File: config.mk
export PLATFORM = sky130hd
export DESIGN_NAME = fifo_drain
export DESIGN_NICKNAME = d
export VERILOG_FILES = /design/src/rtl/fifo_drain_pkg.sv /design/src/rtl/fifo_drain_latency_tracker.sv /design/src/rtl/fifo_drain.sv
export SDC_FILE = /design/constraint.sdc
export NUM_CORES = 1
export LEC_CHECK = 0
export ABC_AREA = 1
export BUFFER_PORTS_ARGS = -buffer_cell sky130_fd_sc_hd__buf_4
export CORE_MARGIN = 8
export CORE_UTILIZATION = 58
export DETAILED_ROUTE_END_ITERATION = 8
export PLACE_DENSITY = 0.8
export SLEW_MARGIN = 40
export SYNTH_ARGS = -nofsm -noshare
export SYNTH_HDL_FRONTEND = slang
export SYNTH_HIERARCHICAL = 1
export SYNTH_SLANG_ARGS = --single-unit
File: constraint.sdc
create_clock -name clkIn -period 3.3 [get_ports clkIn]
set_clock_uncertainty 0.1 [all_clocks]
set_input_delay 0.66 -clock clkIn [delete_from_list [all_inputs] [get_ports clkIn]]
set_output_delay 0.66 -clock clkIn [all_outputs]
set_load 0.005 [all_outputs]
File: src/rtl/fifo_drain_pkg.sv
// Shared types and helpers for the fifo_drain read-side adapter.
package fifo_drain_pkg;

  localparam int FRAME_CNT_WIDTH = 16;

  typedef struct packed {
    logic valid;
    logic consent;
  } hs_t;

  // Circular increment that also works for depths that are not a power of two.
  function automatic int unsigned wrapInc(input int unsigned ptr, input int unsigned depth);
    return (ptr >= depth - 1) ? 0 : ptr + 1;
  endfunction

endpackage

File: src/rtl/fifo_drain_latency_tracker.sv
// Tags each pop for READ_LATENCY cycles; arrive_o marks the cycle its data is on the read bus.
// No backpressure: it only counts what has already been committed.
module fifo_drain_latency_tracker
  import fifo_drain_pkg::*;
#(
  parameter int READ_LATENCY = 1
) (
  input  logic                              clkIn,
  input  logic                              rstNIn,
  input  logic                              pop_i,
  output logic                              arrive_o,
  output logic [$clog2(READ_LATENCY+1)-1:0] inflight_o
);
  localparam int CNT_W = $clog2(READ_LATENCY + 1);

  logic [READ_LATENCY-1:0] vld_q, vld_d;

  assign vld_d    = (vld_q << 1) | READ_LATENCY'(pop_i);
  assign arrive_o = vld_q[READ_LATENCY-1];

  always_comb begin
    inflight_o = '0;
    for (int i = 0; i < READ_LATENCY; i++) begin
      inflight_o = inflight_o + CNT_W'(vld_q[i]);
    end
  end

  always_ff @(posedge clkIn or negedge rstNIn) begin
    if (!rstNIn) begin
      vld_q <= '0;
    end else begin
      vld_q <= vld_d;
    end
  end

endmodule

File: src/rtl/fifo_drain.sv
// Re-times a fixed-latency read port into a registered valid/consent stream with frame marking.
// Output valid one cycle after data lands; credit-gated pops mean a stalled output never drops data.
module fifo_drain
  import fifo_drain_pkg::*;
#(
  parameter int DATA_WIDTH   = 32,
  parameter int READ_LATENCY = 1,
  parameter int BUF_DEPTH    = 4,
  parameter int FRAME_LEN    = 64
) (
  input  logic                       clkIn,
  input  logic                       rstNIn,
  input  logic                       srcValidIn,
  output logic                       srcConsentOut,
  input  logic [DATA_WIDTH-1:0]      srcDataIn,
  output logic                       outValidOut,
  input  logic                       outConsentIn,
  output logic [DATA_WIDTH-1:0]      outDataOut,
  output logic                       outLastOut,
  output logic [FRAME_CNT_WIDTH-1:0] frameCountOut
);
  localparam int PTR_W = (BUF_DEPTH > 1) ? $clog2(BUF_DEPTH) : 1;
  localparam int OCC_W = $clog2(BUF_DEPTH + 1);
  localparam int LAT_W = $clog2(READ_LATENCY + 1);
  localparam int POS_W = $clog2(FRAME_LEN);

  logic [DATA_WIDTH-1:0]      mem_q [BUF_DEPTH];
  logic [PTR_W-1:0]           wr_ptr_q, wr_ptr_d, rd_ptr_q, rd_ptr_d;
  logic [OCC_W-1:0]           occ_q, occ_d;
  logic [POS_W-1:0]           pos_q, pos_d;
  logic [FRAME_CNT_WIDTH-1:0] fcnt_q, fcnt_d;
  logic                       cons_q, cons_d;
  logic                       arrive, pop, accept, last;
  logic [LAT_W-1:0]           inflight;
  hs_t                        src_hs, out_hs;

  assign src_hs = '{valid: srcValidIn, consent: cons_q};
  assign out_hs = '{valid: (occ_q != '0), consent: outConsentIn};
  assign pop    = src_hs.valid & src_hs.consent;
  assign accept = out_hs.valid & out_hs.consent;
  assign last   = (pos_q == POS_W'(FRAME_LEN - 1));

  fifo_drain_latency_tracker #(
    .READ_LATENCY(READ_LATENCY)
  ) u_tracker (
    .clkIn     (clkIn),
    .rstNIn    (rstNIn),
    .pop_i     (pop),
    .arrive_o  (arrive),
    .inflight_o(inflight)
  );

  always_comb begin
    wr_ptr_d = wr_ptr_q;
    rd_ptr_d = rd_ptr_q;
    pos_d    = pos_q;
    fcnt_d   = fcnt_q;
    occ_d    = occ_q + OCC_W'(arrive) - OCC_W'(accept);
    if (arrive) begin
      wr_ptr_d = PTR_W'(wrapInc(32'(wr_ptr_q), BUF_DEPTH));
    end
    if (accept) begin
      rd_ptr_d = PTR_W'(wrapInc(32'(rd_ptr_q), BUF_DEPTH));
      if (last) begin
        pos_d  = '0;
        fcnt_d = fcnt_q + 1'b1;
      end else begin
        pos_d  = pos_q + 1'b1;
      end
    end
    // Grant next cycle only if everything committed after this edge still leaves a free slot.
    cons_d = (int'(inflight) + int'(pop) - int'(arrive) + int'(occ_d)) < BUF_DEPTH;
  end

  always_ff @(posedge clkIn or negedge rstNIn) begin
    if (!rstNIn) begin
      for (int i = 0; i < BUF_DEPTH; i++) begin
        mem_q[i] <= '0;
      end
      wr_ptr_q <= '0;
      rd_ptr_q <= '0;
      occ_q    <= '0;
      pos_q    <= '0;
      fcnt_q   <= '0;
      cons_q   <= 1'b0;
    end else begin
      if (arrive) begin
        mem_q[wr_ptr_q] <= srcDataIn;
      end
      wr_ptr_q <= wr_ptr_d;
      rd_ptr_q <= rd_ptr_d;
      occ_q    <= occ_d;
      pos_q    <= pos_d;
      fcnt_q   <= fcnt_d;
      cons_q   <= cons_d;
    end
  end

  assign srcConsentOut = cons_q;
  assign outValidOut   = out_hs.valid;
  assign outDataOut    = mem_q[rd_ptr_q];
  assign outLastOut    = out_hs.valid & last;
  assign frameCountOut = fcnt_q;

endmodule

==> results of run 1 <==
metal layers:
layer	wire, µm	share of wire, %	vias up
met3	1020	6.4	13
li1	-	-	2886
met1	7300	45	2787
met4	170	1.1	0
met2	7570	47	144
met5	0	0	-
logic make-up after synthesis:
| family | synth area share (%) |
|---|---|
| AND/OR/NAND/NOR | 16.4 |
| XOR/XNOR | 1.58 |
| AO/OA/AOI/OAI | 16.9 |
| flip-flops | 55.2 |
| adder cells (fa/ha/maj) | 2.88 |
| buffers and inverters | 6.98 |
sequential cells by signal (all words and copies together) (netlist names):
name / cells
occ_q: 3
pos_q: 6
wr_ptr_q: 2
frameCountOut: 16
rd_ptr_q: 2
u_tracker/arrive_o: 1
srcConsentOut: 1
mem_q: 128
power by group:
part | switching [W] | internal, W
registers | 0.000526 | 0.00284
logic | 0.00180 | 0.00142
clock network | 0.000722 | 0.00117
total | 0.00305 | 0.00544
path summary, 6_finish.rpt:
| path | to | start | slack [ps] |
|---|---|---|---|
| worst min-delay path | mem_q[1]$_DFFE_PN0P_ | rstNIn | 190 |
| min in group clkIn | u_tracker/arrive_o$_DFF_PN0_ | srcValidIn | 370 |
| max in group asynchronous | rd_ptr_q[0]$_DFFE_PN0P_ | rstNIn | 2180 |
| worst max register to register | srcConsentOut$_DFF_PN0_ | occ_q[1]$_DFF_PN0_ | 240 |
| worst min register to register | mem_q[80]$_DFFE_PN0P_ | mem_q[80]$_DFFE_PN0P_ | 380 |
| worst max-delay path | srcConsentOut$_DFF_PN0_ | occ_q[1]$_DFF_PN0_ | 240 |
final cells by class:
| cell class | count | area (µm²) |
|---|---|---|
| Clock buffer | 27 | 533 |
| Clock inverter | 5 | 50.0 |
| Fill cell | 950 | 3510 |
| Inverter | 74 | 278 |
| Multi-Input combinational cell | 561 | 2750 |
| Sequential cell | 159 | 3980 |
| Tap cell | 168 | 210 |
| Timing Repair Buffer | 94 | 749 |
Yosys cell counts, types with 2 or more instances:
| cell type | count | area, µm² |
|---|---|---|
| buf_2 | 21 | 105 |
| buf_4 | 2 | 15.0 |
| clkbuf_1 | 25 | 93.8 |
| dfrtp_1 | 159 | 3980 |
| ha_1 | 15 | 188 |
| inv_1 | 72 | 270 |
| inv_2 | 2 | 7.51 |
| nand2_1 | 192 | 721 |
| nand2_2 | 2 | 12.5 |
| nand3_1 | 12 | 60.1 |
| nand4_1 | 10 | 62.6 |
| nor2_1 | 75 | 282 |
| nor3_1 | 3 | 15.0 |
| o21ai_0 | 200 | 1000 |
| o22ai_1 | 32 | 200 |
| xor2_1 | 12 | 105 |
through the flow:
stage | instances | hold slack, ps | power (W) | setup slack [ps] | utilization (%)
detailed placement | 1056 | 368 | 0.00661 | 102 | 66.0
CTS | 1088 | 227 | 0.00855 | 234 | 70.8
global placement | 1056 | 360 | 0.00648 | 178 | 65.9
floorplan | 843 | 264 | 0.00529 | 411 | -
global route | 1088 | 248 | 0.00915 | 40.8 | 70.9
finish | 1088 | 189 | 0.00848 | 240 | 70.9
critical path, delay by kind of cell (launching register included):
kind | cells | cell delay (ps)
buffers and inverters | 4 | 390
adder cells (fa/ha/maj) | 4 | 1160
flip-flops | 1 | 400
AND/OR/NAND/NOR | 5 | 440
XOR/XNOR | 2 | 380
AO/OA/AOI/OAI | 1 | 70
==> reports/metrics.yaml, run 1 <==
die_area_mm2: 0.0162
overflow: 0
grt_util_met2_pct: 33.5
postCtsHoldBufs: 0
finalWirelength_mm: 16.1
cts_buffers: 17
start_util_pct: 59.7
fin_nets: 959
period_needed_ps: 3060
syn_to_final_growth_pct: 18.7
io_buffer_count: 86
cpPeakStageDelay_ps: 400
drive_gt1_share_pct: 14.7
startpoint_type: "flop"
synth-seq-area-share_pct: 55.2
root_buffer: "clkbuf_16"
fin_area_mm2: 0.00855
grt-busiest-layer: "met2"
syn_inst: 843
hold_class: "input pin to asynchronous set/reset pin"
synth-edff-count: 0
antenna_left: 0
grt_max_degree: 87
io_pins: 87
drtPass1Iterations: 5
final_cell_mix: "200 x o21ai_0, 188 x nand2_1, 158 x dfrtp_1"
max_freq_mhz: 327
dp_hpwl_mm: 9.76
cts_tree: "built"
grt_pass1_vias: 5782
ys_types: 25
critPathSlowestCell: "dfrtp_1"
grt_use_met3_pct: 5.82
netlist_area_mm2: 0.00720
rows: 40
avgSynthCellArea_um2: 8.54
met1_usage_pct: 25.6
fin_tns_setup_ps: 0
cap_violations: 0
via_per_inst: 5.36
drt_iter0_drc: 472
ys_warn_count: 6
ys_ff_latch: 159
cts.htree.levels: 4
antenna_cells: 0
rsz0062_at_grt: "false"
layout_commonest_cell: "o21ai_0"
die_x_um: 127
critPathMaxFanout: 10
cts_buffer_depth: 2
grt_pass1_wl_mm: 27.2
routed-via-count: 5830
worst_slew_pin_slew_ps: 692
post_cts_resized: 0
critPathArrivalTime_ps: 3250
max_slew_margin_pct: 53.7
hold_viol_final: 0
worstSetupPathType: "flop to flop"
crit_path_end_kind: "flop"
worstRegToRegCells: 16
leakage_nw: 4.29
clk-insertion-delay-late_ps: 410
routabilityCongestion: 0.813
antenna_found_initial: 0
cts.sink_count: 159
path_cells: "inv_1 > nand3_2 > nand2_2 > inv_2 > ha_1 > inv_1 > ha_1 > fa_1 > xor2_1 > xor2_1 > inv_1 > ha_1 > nand2_1 > nand2_1 > nand2_1 > o211ai_1"
power_density_mw_per_mm2: 993
track_usage_pct: 20.6
ir_drop_mv: 0.602
post_dp_cell_area_mm2: 0.00796
core_mm2: 0.0121
cts_setup_buffers: 0
required_ps: 3490
fin_crit_sh_pct: 92.7
slew_viol_final: 0
async_flop_share_pct: 100
clk_pin_slew_ps: 60
setup_violations: 0
drc: 0
status: "completed"
routedWlPerCell_um: 14.8
syn_nets: 895
die_h_um: 127
synth_ff_type: "dfrtp_1"
No activity file was read; power rests on OpenSTA's default activity.
==> run 2, diff against run 1 <==
--- a/config.mk
+++ b/config.mk
@@ -5,12 +5,13 @@
 export SDC_FILE = /design/constraint.sdc
 export NUM_CORES = 1
 export LEC_CHECK = 0
-export ABC_AREA = 1
 export BUFFER_PORTS_ARGS = -buffer_cell sky130_fd_sc_hd__buf_4
+export CELL_PAD_IN_SITES_DETAIL_PLACEMENT = 0
+export CELL_PAD_IN_SITES_GLOBAL_PLACEMENT = 2
 export CORE_MARGIN = 8
-export CORE_UTILIZATION = 58
+export CORE_UTILIZATION = 42
 export DETAILED_ROUTE_END_ITERATION = 8
-export PLACE_DENSITY = 0.8
+export PLACE_DENSITY_LB_ADDON = 0.1
 export SLEW_MARGIN = 40
 export SYNTH_ARGS = -nofsm -noshare
 export SYNTH_HDL_FRONTEND = slang
==> run 2 against run 1 <==
  * Clock power up 12%
  * Setup slack better by 68 ps
  * First-iteration DRC count down 65%
  * Critical endpoint unchanged
  * Largest cell class unchanged
  * Highest routed layer unchanged
==> reports/metrics.yaml, run 2 <==
status: "completed"
worstSetupPathType: "flop to flop"
synth_top_area_share_pct: 55.8  # +0.56 points
synth_most_common_cell: "dfrtp_1"
root_buffer: "clkbuf_16"
start_util_pct: 43.0  # -17 points
post_dp_cell_area_mm2: 0.00807  # +1.4%
regArea_mm2: 0.00398  # about the same
worst-path-buf-inv: 2  # -2
routedWlPerCell_um: 18.4  # +24%
cts_buffer_depth: 2  # unchanged
critPathArrivalTime_ps: 3190  # -60 ps
synth-xor-area-share_pct: 2.46  # +0.88 points
grt_max_degree: 69  # -21%
cpPeakStageDelay_ps: 410  # about the same
rsz0062_at_grt: "false"
yosys-top-cells-area: "dfrtp_1 56%, mux2_2 20%, mux4_2 10%"
ys_types: 37  # +48%
synth_mux_area_share_pct: 30.5  # +30 points
drtPass1Iterations: 4  # -1
finalWirelength_mm: 14.4  # -10%
drt_iter0_drc: 163  # -65%
via_per_inst: 5.16  # -3.7%
yosys.area_share.simple_pct: 4.56  # -12 points
cts.sink_count: 159  # unchanged
clk_pin_slew_ps: 60  # about the same
synth-adder-area-share_pct: 2.91  # +0.029 points
crit_path_end_kind: "flop"
synth_top_family_by_area: "multiplexers"
routed-via-count: 4056  # -30%
largest_reg_flops: 128  # unchanged
die_h_um: 146  # +15%
clk-insertion-delay-late_ps: 420  # about the same
top_register: "mem_q"
layout_commonest_cell: "dfrtp_1"
critPathSlowestCell: "dfrtp_1"
track_usage_pct: 14.1  # -6.4 points
cts_tree: "built"
leakage_nw: 3.82  # -11%
grt_pass1_wl_mm: 24.0  # -12%
antenna_cells: 0  # unchanged
async_flop_share_pct: 100  # unchanged
path_cells: "o31ai_4 > inv_2 > ha_1 > inv_1 > ha_1 > fa_1 > xnor2_1 > xnor2_1 > ha_1 > nor4bb_1 > a31oi_1 > o31a_1"
synth-seq-area-share_pct: 55.8  # +0.56 points
syn_nets: 512  # -43%
r2r_start: "occ_q[1]$_DFF_PN0_"
avgSynthCellArea_um2: 15.5  # +81%
final_cell_mix: "157 x dfrtp_1, 128 x mux2_2, 94 x buf_4"
n_fill_cell: 1417  # +49%
antenna_found_initial: 0  # unchanged
dp_hpwl_mm: 9.47  # -3.0%
multi_input_area_mm2: 0.00299  # +8.8%
rows: 47  # +18%
drc: 0  # unchanged
cts_setup_buffers: 0  # unchanged
ys_warn_count: 6  # unchanged
fin_tns_setup_ps: 0  # unchanged
cts.htree.levels: 4  # unchanged
post_cts_resized: 0  # unchanged
postCtsHoldBufs: 0  # unchanged
slew_viol_final: 0  # unchanged
hold_class: "input pin to asynchronous set/reset pin"
synthTopCellsByCount: "159 x dfrtp_1, 128 x mux2_2, 32 x mux4_2"
crit_family: "adder cells"
drive_gt1_share_pct: 53.5  # +39 points
synth.largest_area_cell: "dfrtp_1"
overflow: 0  # unchanged
critPathMaxFanout: 3  # -7
worst_slew_pin_slew_ps: 663  # -28.8 ps
ir_drop_mv: 0.489  # -19%
crit_top_cell: "ha_1"
hold_viol_final: 0  # unchanged
netlist_area_mm2: 0.00713  # -1.0%
antenna_left: 0  # unchanged
setup_violations: 0  # unchanged
routabilityCongestion: 0.689  # -15%
syn_inst: 460  # -45%
grt_pass1_vias: 4424  # -23%
synth-edff-count: 0  # unchanged
max_freq_mhz: 334  # +2.3%
cap_violations: 0  # unchanged
cts_buffers: 17  # unchanged
power_density_mw_per_mm2: 1020  # +3.1%
startpoint_type: "flop"
ys_ff_latch: 159  # unchanged
synth_ff_type: "dfrtp_1"
worstRegToRegCells: 12  # -4
io_pins: 87  # unchanged
regToRegSetupSlack_ps: 310  # +70 ps
fin_nets: 605  # -37%
syn_to_final_growth_pct: 22.2
die_x_um: 146  # +15%
regToRegEndpoint: "srcConsentOut$_DFF_PN0_"
core_mm2: 0.0166  # +37%
fin_area_mm2: 0.00872  # +2.0%
hold_slack_ps: 17.1  # -172 ps
fin_crit_sh_pct: 90.7  # -2.1 points
period_needed_ps: 2990  # -67.9 ps
io_buffer_count: 86  # unchanged
synth_compound_area_share_pct: 1.37  # -16 points
required_ps: 3500  # about the same
die_area_mm2: 0.0214  # +32%
max_slew_margin_pct: 55.6  # +1.9 points
==> run 2: layout make-up <==
class / instances / share of cell area, %
well taps: 220 / 3.16
repair buffers: 98 / 8.91
flip-flops and latches: 159 / 45.7
clock buffers: 17 / 4.88
multi-input cells: 264 / 34.3
clock inverters: 15 / 2.51
inverters: 13 / 0.560
==> run 2: worst max-delay path by stage <==
stage	from	cells past startpoint	to	slack [ps]
after CTS	occ_q[1]$_DFF_PN0_	12	srcConsentOut$_DFF_PN0_	300
final	occ_q[1]$_DFF_PN0_	12	srcConsentOut$_DFF_PN0_	310
after floorplan	outConsentIn	13	srcConsentOut$_DFF_PN0_	190
after global routing	occ_q[1]$_DFF_PN0_	12	srcConsentOut$_DFF_PN0_	130
after detailed placement	outConsentIn	13	srcConsentOut$_DFF_PN0_	150
after global placement	outConsentIn	13	srcConsentOut$_DFF_PN0_	180
==> run 2: cells by family after synthesis <==
logic type               after synthesis
buffers and inverters                 37
XOR/XNOR                              20
AND/OR/NAND/NOR                       53
flip-flops                           159
multiplexers                         161
adder cells (fa/ha/maj)               16
AO/OA/AOI/OAI                         14
==> run 2: per-stage QoR <==
step           instances  power [W]  utilization [%]  setup slack (ps)
6_report             786    0.00892             52.6               308
5_1_grt              786    0.00951             52.6               126
4_1_cts              786    0.00907             52.6               298
3_5_place_dp         754    0.00691             48.7               148
3_3_place_gp         754    0.00679             48.7               183
2_1_floorplan        460    0.00556                -               185
==> run 2: routing by layer <==
layer  vias to the layer above  global-route usage [%]  share of wire [%]
met5                         -                       0                  0
met2                        76                    23.3                 50
met1                      2105                    17.7                 45
met4                         0                    3.81               0.54
li1                       1870                       -                  -
met3                         5                    4.39                3.9
==> run 2: report_power, final <==
group | leakage [nW] | internal, W | switching (W)
clock network | 0.309 | 0.00134 | 0.000783
logic | 1.62 | 0.00213 | 0.00126
registers | 1.89 | 0.00286 | 0.000537
total | 3.82 | 0.00633 | 0.00258
==> run 3, diff against run 2 <==
--- a/config.mk
+++ b/config.mk
@@ -5,11 +5,12 @@
 export SDC_FILE = /design/constraint.sdc
 export NUM_CORES = 1
 export LEC_CHECK = 0
+export ABC_AREA = 1
 export BUFFER_PORTS_ARGS = -buffer_cell sky130_fd_sc_hd__buf_4
 export CELL_PAD_IN_SITES_DETAIL_PLACEMENT = 0
 export CELL_PAD_IN_SITES_GLOBAL_PLACEMENT = 2
 export CORE_MARGIN = 8
-export CORE_UTILIZATION = 42
+export CORE_UTILIZATION = 35
 export DETAILED_ROUTE_END_ITERATION = 8
 export PLACE_DENSITY_LB_ADDON = 0.1
 export SLEW_MARGIN = 40
==> run 3 against run 2 <==
  * Die area rose by 19%
  * Clock power fell by 7%
  * Total power fell by 3.3%
  * Combinational power fell by 1%
  * Final cell count rose by 52%
  * Via count rose by 45%
  * Critical path depth rose by 4
  * Maximum frequency rose by 4.5%
  * Sequential share of layout area fell by 0.11 points
  * Sequential power fell by 3%
==> reports/metrics.yaml, run 3 (synthesis results as in run 1) <==
status: "completed"
pre_cts_ws_ps: 267  # +119 ps
drive_gt1_share_pct: 15.7  # -38 points
post_cts_resized: 0  # unchanged
cts_setup_buffers: 0  # unchanged
critPathMaxFanout: 3  # unchanged
worstSetupPathType: "flop to flop"
final_cells: 1198  # +52%
max_freq_mhz: 349  # +4.5%
worst_slack_ps: 436  # +128 ps
setup_violations: 0  # unchanged
critPathSlowestCell: "dfrtp_1"
fin_nets: 967  # +60%
start_util_pct: 35.6  # -7.4 points
cts_buffers: 17  # unchanged
routabilityCongestion: 0.766  # +11%
io_pins: 87  # unchanged
top_register: "mem_q"
grt_max_degree: 71  # +2.9%
n_fill_cell: 2027  # +43%
cts.sink_count: 159  # unchanged
io_buffer_count: 86  # unchanged
via_per_inst: 4.90  # -5.1%
slew_viol_final: 0  # unchanged
layout_commonest_cell: "o21ai_0"
fin_area_mm2: 0.00873  # +0.20%
track_usage_pct: 15.3  # +1.2 points
die_area_mm2: 0.0254  # +19%
dp_hpwl_mm: 11.8  # +24%
hold_class: "input pin to asynchronous set/reset pin"
core_mm2: 0.0202  # +22%
worst_slew_pin_slew_ps: 760  # +96.6 ps
routedWlPerCell_um: 15.6  # -15%
drtPass1Iterations: 5  # +1
ir_drop_mv: 0.434  # -11%
leakage_nw: 4.29  # +12%
rows: 52  # +11%
root_buffer: "clkbuf_16"
crit_path_end_kind: "flop"
path_cells: "inv_1 > nand3_2 > nand2_2 > inv_2 > ha_1 > inv_1 > ha_1 > fa_1 > xor2_1 > xor2_1 > inv_1 > ha_1 > nand2_1 > nand2_1 > nand2_1 > o211ai_1"
antenna_cells: 0  # unchanged
post_dp_cell_area_mm2: 0.00815  # +0.93%
startpoint_type: "flop"
place_inst: 1166  # +55%
required_ps: 3500  # about the same
fin_crit_sh_pct: 86.8  # -3.9 points
antenna_left: 0  # unchanged
power_density_mw_per_mm2: 987  # -3.5%
cap_violations: 0  # unchanged
cts_buffer_depth: 2  # unchanged
grt_pass1_wl_mm: 31.7  # +32%
max_slew_margin_pct: 49.2  # -6.5 points
cpPeakStageDelay_ps: 410  # about the same
routed-via-count: 5865  # +45%
cts_tree: "built"
final_cell_mix: "200 x o21ai_0, 188 x nand2_1, 158 x dfrtp_1"
clk-insertion-delay-late_ps: 420  # about the same
syn_to_final_growth_pct: 21.2
critPathArrivalTime_ps: 3070  # -120 ps
postCtsHoldBufs: 0  # unchanged
rsz0062_at_grt: "false"
drc: 0  # unchanged
period_needed_ps: 2860  # -128 ps
clk_pin_slew_ps: 70  # about the same
die_h_um: 159  # +9.0%
die_x_um: 159  # +9.0%
finalWirelength_mm: 18.7  # +30%
grt_pass1_vias: 5966  # +35%
hold_viol_final: 0  # unchanged
overflow: 0  # unchanged
cts.htree.levels: 4  # unchanged
fin_tns_setup_ps: 0  # unchanged
finalPower_w: 0.00862  # -3.3%
antenna_found_initial: 1  # +1
largest_reg_flops: 128  # unchanged
drt_iter0_drc: 269  # +65%
-- run 3: report_power, final --
part / internal (W) / switching [W] / total, W
Clock: 0.00112 / 0.000841 / 0.00197
Sequential: 0.00284 / 0.000469 / 0.00331
Combinational: 0.00145 / 0.00190 / 0.00334
Total: 0.00541 / 0.00321 / 0.00862
-- run 3: path summary, 6_finish.rpt --
kind	start	slack [ps]	to	depth (start not counted)
setup / recovery	occ_q[1]$_DFF_PN0_	440	srcConsentOut$_DFF_PN0_	16
hold / removal	rstNIn	140	mem_q[72]$_DFFE_PN0P_	1
setup reg to reg	occ_q[1]$_DFF_PN0_	440	srcConsentOut$_DFF_PN0_	16
hold reg to reg	mem_q[60]$_DFFE_PN0P_	380	mem_q[60]$_DFFE_PN0P_	2
max in group asynchronous	rstNIn	2120	frameCountOut[8]$_DFFE_PN0P_	2
min in group clkIn	srcValidIn	360	u_tracker/arrive_o$_DFF_PN0_	3
-- run 3: through the flow --
| step | hold WS (ps) | util [%] |
|---|---|---|
| after floorplan | 264 | - |
| after global placement | 361 | 40.3 |
| after detailed placement | 367 | 40.3 |
| after CTS | 175 | 43.2 |
| after global routing | 191 | 43.2 |
| final | 142 | 43.2 |
-- run 3: cell type report --
| type | instances | area, µm² | share of cell area [%] |
|---|---|---|---|
| Multi-Input combinational cell | 561 | 2730 | 31.3 |
| Timing Repair Buffer | 102 | 820 | 9.38 |
| Tap cell | 270 | 338 | 3.87 |
| Clock buffer | 17 | 425 | 4.87 |
| Sequential cell | 159 | 3980 | 45.6 |
| Clock inverter | 15 | 161 | 1.85 |
| Inverter | 74 | 278 | 3.18 |
-- run 3: per-layer routing --
layer	GRT usage (%)	vias to the layer above	part of all wire, %
met2	24.8	124	48
met4	4.37	2	1.0
li1	-	2895	-
met1	20.1	2827	46
met3	3.72	17	5.1
met5	0	-	0.053
-- run 3: critical path: cells and delay by family, from the launching register on --
| family | cells | cell delay, ps |
|---|---|---|
| AOI/OAI and AO/OA | 1 | 70 |
| DFF | 1 | 410 |
| adders and majority gates | 4 | 1130 |
| buffers and inverters | 4 | 310 |
| xor gates and xnor gates | 2 | 390 |
| and+or+nand+nor | 5 | 340 |
